===== src/rtl/cla_pkg.sv =====
// =============================================================================
// cla_pkg : shared types, constants and helpers for the nibble-serial add/sub
// Rev 1.0 : initial release
// =============================================================================
`default_nettype none

package cla_pkg;

  localparam int SLICE_W = 4;

  typedef enum logic [1:0] {
    IDLE = 2'd0,
    RUN  = 2'd1,
    DONE = 2'd2
  } state_t;

  // Signed overflow: like-signed operands yielding a result of the other sign.
  function automatic logic calc_ovf(input logic a_msb, input logic beff_msb,
                                    input logic res_msb);
    return (a_msb == beff_msb) && (res_msb != a_msb);
  endfunction

endpackage

`default_nettype wire


===== src/rtl/cla4_slice.sv =====
// =============================================================================
// cla4_slice : combinational 4-bit carry-lookahead adder slice
// Rev 1.0 : initial release
// =============================================================================
`default_nettype none

module cla4_slice (
  input  logic [3:0] a,
  input  logic [3:0] b,
  input  logic       cin,
  output logic [3:0] s,
  output logic       cout
);

  logic [3:0] w_g;
  logic [3:0] w_p;
  logic       w_c1;
  logic       w_c2;
  logic       w_c3;

  assign w_g = a & b;
  assign w_p = a ^ b;

  // Every carry is a flat sum of generate/propagate products; no ripple.
  assign w_c1 = w_g[0] | (w_p[0] & cin);
  assign w_c2 = w_g[1] | (w_p[1] & w_g[0]) | (w_p[1] & w_p[0] & cin);
  assign w_c3 = w_g[2] | (w_p[2] & w_g[1]) | (w_p[2] & w_p[1] & w_g[0])
              | (w_p[2] & w_p[1] & w_p[0] & cin);
  assign cout = w_g[3] | (w_p[3] & w_g[2]) | (w_p[3] & w_p[2] & w_g[1])
              | (w_p[3] & w_p[2] & w_p[1] & w_g[0])
              | (w_p[3] & w_p[2] & w_p[1] & w_p[0] & cin);

  assign s = w_p ^ {w_c3, w_c2, w_c1, cin};

endmodule

`default_nettype wire


===== src/rtl/cla_addsub_seq.sv =====
// =============================================================================
// cla_addsub_seq : WIDTH-bit add/sub sequenced one nibble per clock, LSB first
// Rev 1.0 : initial release
// =============================================================================
`default_nettype none

module cla_addsub_seq
  import cla_pkg::*;
#(
  parameter int NIBBLES = 4,
  parameter int WIDTH   = SLICE_W * NIBBLES
) (
  input  logic             clk,
  input  logic             rst,
  input  logic             start,
  input  logic             op_sub,
  input  logic [WIDTH-1:0] a,
  input  logic [WIDTH-1:0] b,
  output logic             ready,
  output logic             busy,
  output logic             done,
  output logic [WIDTH-1:0] res,
  output logic             cout,
  output logic             ovf
);

  localparam int IDX_W = (NIBBLES > 1) ? $clog2(NIBBLES) : 1;

  state_t             r_state;
  state_t             w_state_nxt;
  logic [WIDTH-1:0]   r_a;
  logic [WIDTH-1:0]   r_b;
  logic               r_op_sub;
  logic               r_carry;
  logic [IDX_W-1:0]   r_idx;
  logic [WIDTH-1:0]   r_res;
  logic               r_cout;
  logic               r_ovf;

  logic [SLICE_W-1:0] w_sa;
  logic [SLICE_W-1:0] w_sb;
  logic [SLICE_W-1:0] w_s;
  logic               w_cout;
  logic               w_last;

  // Inversion is applied per nibble; carry-in is the chained carry, seeded
  // with op_sub only at capture so the borrow propagates across nibbles.
  assign w_sa   = r_a[r_idx*SLICE_W +: SLICE_W];
  assign w_sb   = r_b[r_idx*SLICE_W +: SLICE_W] ^ {SLICE_W{r_op_sub}};
  assign w_last = (r_idx == IDX_W'(NIBBLES - 1));

  cla4_slice u_slice (
    .a    (w_sa),
    .b    (w_sb),
    .cin  (r_carry),
    .s    (w_s),
    .cout (w_cout)
  );

  always_ff @(posedge clk) begin
    if (rst) r_state <= IDLE;
    else     r_state <= w_state_nxt;
  end

  always_comb begin
    w_state_nxt = r_state;
    ready       = 1'b0;
    busy        = 1'b0;
    done        = 1'b0;
    case (r_state)
      IDLE: begin
        ready = 1'b1;
        if (start) w_state_nxt = RUN;
      end
      RUN: begin
        busy = 1'b1;
        if (w_last) w_state_nxt = DONE;
      end
      DONE: begin
        done        = 1'b1;
        w_state_nxt = IDLE;
      end
      default: w_state_nxt = IDLE;
    endcase
  end

  always_ff @(posedge clk) begin
    if (rst) begin
      r_a      <= '0;
      r_b      <= '0;
      r_op_sub <= 1'b0;
      r_carry  <= 1'b0;
      r_idx    <= '0;
      r_res    <= '0;
      r_cout   <= 1'b0;
      r_ovf    <= 1'b0;
    end else begin
      case (r_state)
        IDLE: begin
          if (start) begin
            r_a      <= a;
            r_b      <= b;
            r_op_sub <= op_sub;
            r_carry  <= op_sub;
            r_idx    <= '0;
          end
        end
        RUN: begin
          r_res[r_idx*SLICE_W +: SLICE_W] <= w_s;
          r_carry <= w_cout;
          r_idx   <= r_idx + 1'b1;
          if (w_last) begin
            r_cout <= w_cout;
            r_ovf  <= calc_ovf(r_a[WIDTH-1], r_b[WIDTH-1] ^ r_op_sub, w_s[SLICE_W-1]);
          end
        end
        default: ;
      endcase
    end
  end

  assign res  = r_res;
  assign cout = r_cout;
  assign ovf  = r_ovf;

endmodule

`default_nettype wire


===== config.mk =====
export PLATFORM = sky130hd
export DESIGN_NAME = cla_addsub_seq
export DESIGN_NICKNAME = d
export VERILOG_FILES = /design/src/rtl/cla_pkg.sv /design/src/rtl/cla4_slice.sv /design/src/rtl/cla_addsub_seq.sv
export SDC_FILE = /design/constraint.sdc
export NUM_CORES = 1
export LEC_CHECK = 0
export BUFFER_PORTS_ARGS = -buffer_cell sky130_fd_sc_hd__buf_2
export CAP_MARGIN = 0
export CORE_MARGIN = 3
export CORE_UTILIZATION = 40
export DETAILED_ROUTE_END_ITERATION = 16
export GPL_ROUTABILITY_DRIVEN = 0
export PLACE_DENSITY = 0.62
export SYNTH_ARGS = -nofsm -noshare
export SYNTH_HDL_FRONTEND = slang
export SYNTH_SLANG_ARGS = --single-unit

===== constraint.sdc =====
create_clock -name clk -period 3.1 [get_ports clk]
set_input_delay 0.465 -clock clk [delete_from_list [all_inputs] [get_ports clk]]
set_output_delay 0.465 -clock clk [all_outputs]
set_load 0.005 [all_outputs]

==> Implementation_results.wiki <==
{| class="wikitable"
! Metric !! Value
|-
| Result of the run || finished clean
|-
| Pin count of the biggest net entering global routing || between 40 and 50
|-
| Total via count after detailed routing || 2184
|-
| Detailed-route vias per instance || 5.151
|-
| Worst Hold Margin || 0.3761 ns
|-
| GR Util All Layers || 16.52%
|-
| Number of antenna violations at the first check in global routing || 0
|-
| Arrival time of data at the critical path endpoint || 2.92 ns
|-
| Number of maximum-capacitance violations || 0
|-
| PwrDens || 490.2 mW/mm²
|-
| Final #Nets || 396
|-
| Die outline height || 86.62 µm
|-
| Count of cell types in the netlist || 41
|-
| Pins Over Slew Limit || 0
|-
| Most frequent cell after synthesis || sky130_fd_sc_hd__nand2_1
|-
| Setup violators final || 0
|-
| Depth of the worst register-to-register path || 7
|-
| Post-route clock period utilization || around 87%
|-
| Total leakage power || approximately 0.0013 µW
|-
| # port buffers || 56
|-
| Initial core utilization || between 40 and 50%
|-
| Largest voltage drop on the vdd net || 338.1 µV
|-
| Total setup buffers inserted after CTS || 0
|-
| First-pass iteration count of the detailed router || 4
|-
| Number of global-route vias before repair || approximately 2100
|-
| Clock Sink Count || 56
|-
| Worst-case clock skew || around 0.0053 ns
|-
| Area Overhead vs Synth || 18.00%
|-
| Flop and latch count out of synthesis || 56
|-
| Number of top-level design ports || 57
|-
| Shortest period the worst path allows || 2.702 ns
|-
| EDFF count, synth || 0
|-
| Max transition margin || 50.50%
|-
| Worst setup startpoint || r_idx[0]$_SDFFE_PP0P_
|-
| Netlist area before placement || 0.002600 mm²
|-
| Count of antenna diodes in the layout || 0
|-
| Ranking of synthesized cells by instance count || sky130_fd_sc_hd__nand2_1, sky130_fd_sc_hd__dfxtp_1, sky130_fd_sc_hd__a21oi_1, sky130_fd_sc_hd__nor2_1, sky130_fd_sc_hd__clkbuf_1
|-
| Post-detailed-route wirelength per cell || around 14 µm
|-
| Filler cell count in the final layout || 626
|-
| Cell row count || 28
|-
| DRC violation total after the first TritonRoute iteration || 184
|-
| Number of buffers created by CTS || 5
|-
| Max Fanout on Critical Path || 8
|-
| Clock root buffer master || sky130_fd_sc_hd__clkbuf_8
|-
| Sequential-to-total area share from yosys stat || between 40% and 50%
|-
| Worst Max-Slew Pin Slew || around 0.74 ns
|-
| Synthesized netlist cell count || 295
|-
| DIE WIDTH || 86.62 µm
|-
| Predominant post-synthesis flop cell || sky130_fd_sc_hd__dfxtp_1
|-
| Area of the die || 0.007503 mm²
|-
| Clock latency of the later-clocked register in the worst-skew pair || around 0.31 ns
|-
| Startpoint type of the worst setup path || flip-flop
|-
| H-tree levels || 2
|-
| Critical R2R Launch || r_idx[0]$_SDFFE_PP0P_
|-
| Cell type contributing the most total cell area after synthesis || sky130_fd_sc_hd__dfxtp_1
|-
| Minimum setup slack among reg-to-reg paths || 0.40 ns
|-
| Proportion of netlist area held by the largest area contributor || a little over two fifths
|-
| Share of flip-flops with an asynchronous set or reset || 0%
|-
| CTS tree || yes
|-
| Total negative setup slack || 0 ns
|-
| Post-cts hold buffer count || 0
|-
| Number of hold-slack violations in the final timing report || 0
|-
| Clock edge transition at the registers on the reported setup and hold paths || 0.10 ns
|-
| Critical path destination || ovf$_SDFFE_PP0P_
|-
| Overflow after GRT || 0
|-
| Wire length of the first global-routing pass || 9963 µm
|-
| Avg Inst Size Synth || approximately 9 µm²
|-
| Layout cells sized above 1 || 25.21%
|-
| Critical Path Sink Type || flip-flop
|-
| Worst EP required || 3.32 ns
|-
| Warning count from the yosys run || 0
|-
| Synth Net Count || 343
|-
| Placed wire-length estimate || 4320 µm
|-
| Synth top area cells || sky130_fd_sc_hd__dfxtp_1, sky130_fd_sc_hd__nand2_1, sky130_fd_sc_hd__a21oi_1, sky130_fd_sc_hd__mux4_2, sky130_fd_sc_hd__ha_1
|-
| Bufs on Longest Clock Path || 2
|-
| Number of remaining DRC errors || 0
|-
| Routed wire length || 5904 µm
|-
| Worst min-delay path class || primary input to flip-flop
|-
| Antenna violation net count after detailed routing || 0
|-
| Achievable Freq || 370.1 MHz
|-
| Number of resized instances in the post-cts repair step || 0
|-
| Core area || between 0.006 and 0.007 mm²
|-
| CP Class || flip-flop to flip-flop
|-
| Critical register-to-register path endpoint || ovf$_SDFFE_PP0P_
|-
| Setup repair after global routing missed its margin || false
|}
## layer usage
| layer | vias to the layer above | part of all wire, % | global-route usage [%] |
|---|---|---|---|
| met4 | 0 | 0.78 | 4.674 |
| met2 | 51 | 47 | 26.29 |
| met3 | 6 | 5.2 | 3.327 |
| li1 | 1123 | - | - |
| met5 | - | 0 | 0 |
| met1 | 1004 | 47 | 22.76 |
## cells in the final DEF (no fill, tap or decap), types with 7 or more instances in the layout
master                    netlist  routed
sky130_fd_sc_hd__buf_2          2      56
sky130_fd_sc_hd__a21oi_1       42      42
sky130_fd_sc_hd__nand2_1       79      79
sky130_fd_sc_hd__inv_1          7       7
sky130_fd_sc_hd__nor2_1        14      14
sky130_fd_sc_hd__a22oi_1        8       8
sky130_fd_sc_hd__ha_1          11      11
sky130_fd_sc_hd__dfxtp_1       56      55
sky130_fd_sc_hd__mux4_2         8       8
## worst min-delay path by stage
stage / startpoint / endpoint / slack, ns / depth (start not counted)
CTS: b[5] / r_b[5]$_SDFFE_PP0P_ / 0.37 / 3
finish: b[13] / r_b[13]$_SDFFE_PP0P_ / 0.38 / 3
detailed placement: r_a[14]$_SDFFE_PP0P_ / r_a[14]$_SDFFE_PP0P_ / 0.45 / 2
global route: b[3] / r_b[3]$_SDFFE_PP0P_ / 0.38 / 3
global placement: r_a[6]$_SDFFE_PP0P_ / r_a[6]$_SDFFE_PP0P_ / 0.44 / 2
floorplan: r_a[10]$_SDFFE_PP0P_ / r_a[10]$_SDFFE_PP0P_ / 0.43 / 2
## cell type report
cell class | count | area, µm² | share of cell area (%)
Clock inverter | 2 | 38.79 | 1.264
Clock buffer | 6 | 72.57 | 2.365
Multi-Input combinational cell | 215 | 1385 | 45.15
Sequential cell | 56 | 1122 | 36.58
Inverter | 8 | 30.03 | 0.9788
Timing Repair Buffer | 62 | 325.3 | 10.60
Tap cell | 75 | 93.84 | 3.059
## where the power goes
part	internal (µW)	switching, µW	total [µW]
Combinational	103	138	241
Clock	244	240	484
Sequential	753	26.4	779
Total	1100	404	1500
## flip-flops by register name, indices dropped and copies added, names as in the netlist
register / count
r_a: 16
r_b: 16
res: 16
r_idx: 2
r_state: 2
cout: 1
ovf: 1
r_carry: 1
r_op_sub: 1
## kinds of logic (layout without fill, tap and decap cells)
group,after synthesis,count (layout),synth area share (%)
and+or+nand+nor,125,125,23.73
muxes,8,8,6.930
xor gates and xnor gates,7,7,2.358
adders and majority gates,12,12,6.063
AOI/OAI and AO/OA,63,63,13.96
buffers and inverters,24,78,3.850
DFF,56,56,43.12
## worst max-delay path: stages, from the launching register on
cell and delay, ns:
sky130_fd_sc_hd__dfxtp_2 0.50, sky130_fd_sc_hd__mux4_2 0.55, sky130_fd_sc_hd__xor2_1 0.28, sky130_fd_sc_hd__ha_1 0.32, sky130_fd_sc_hd__a211oi_1 0.25, sky130_fd_sc_hd__o21ai_0 0.19, sky130_fd_sc_hd__a31o_2 0.28, sky130_fd_sc_hd__a311oi_1 0.24
## metrics by stage
stage,setup WS [ns],std cells,cell area (µm²),utilization (%),power (µW)
after global routing,0.1448,424,3068,50.33,1586
final,0.3979,424,3068,50.33,1504
after global placement,0.3252,416,2955,48.48,1033
after floorplan,0.3573,295,2600,-,962.0
after CTS,0.2260,424,3067,50.31,1521
after detailed placement,0.2498,416,2955,48.48,1038
(Power assumes the default switching activity.)
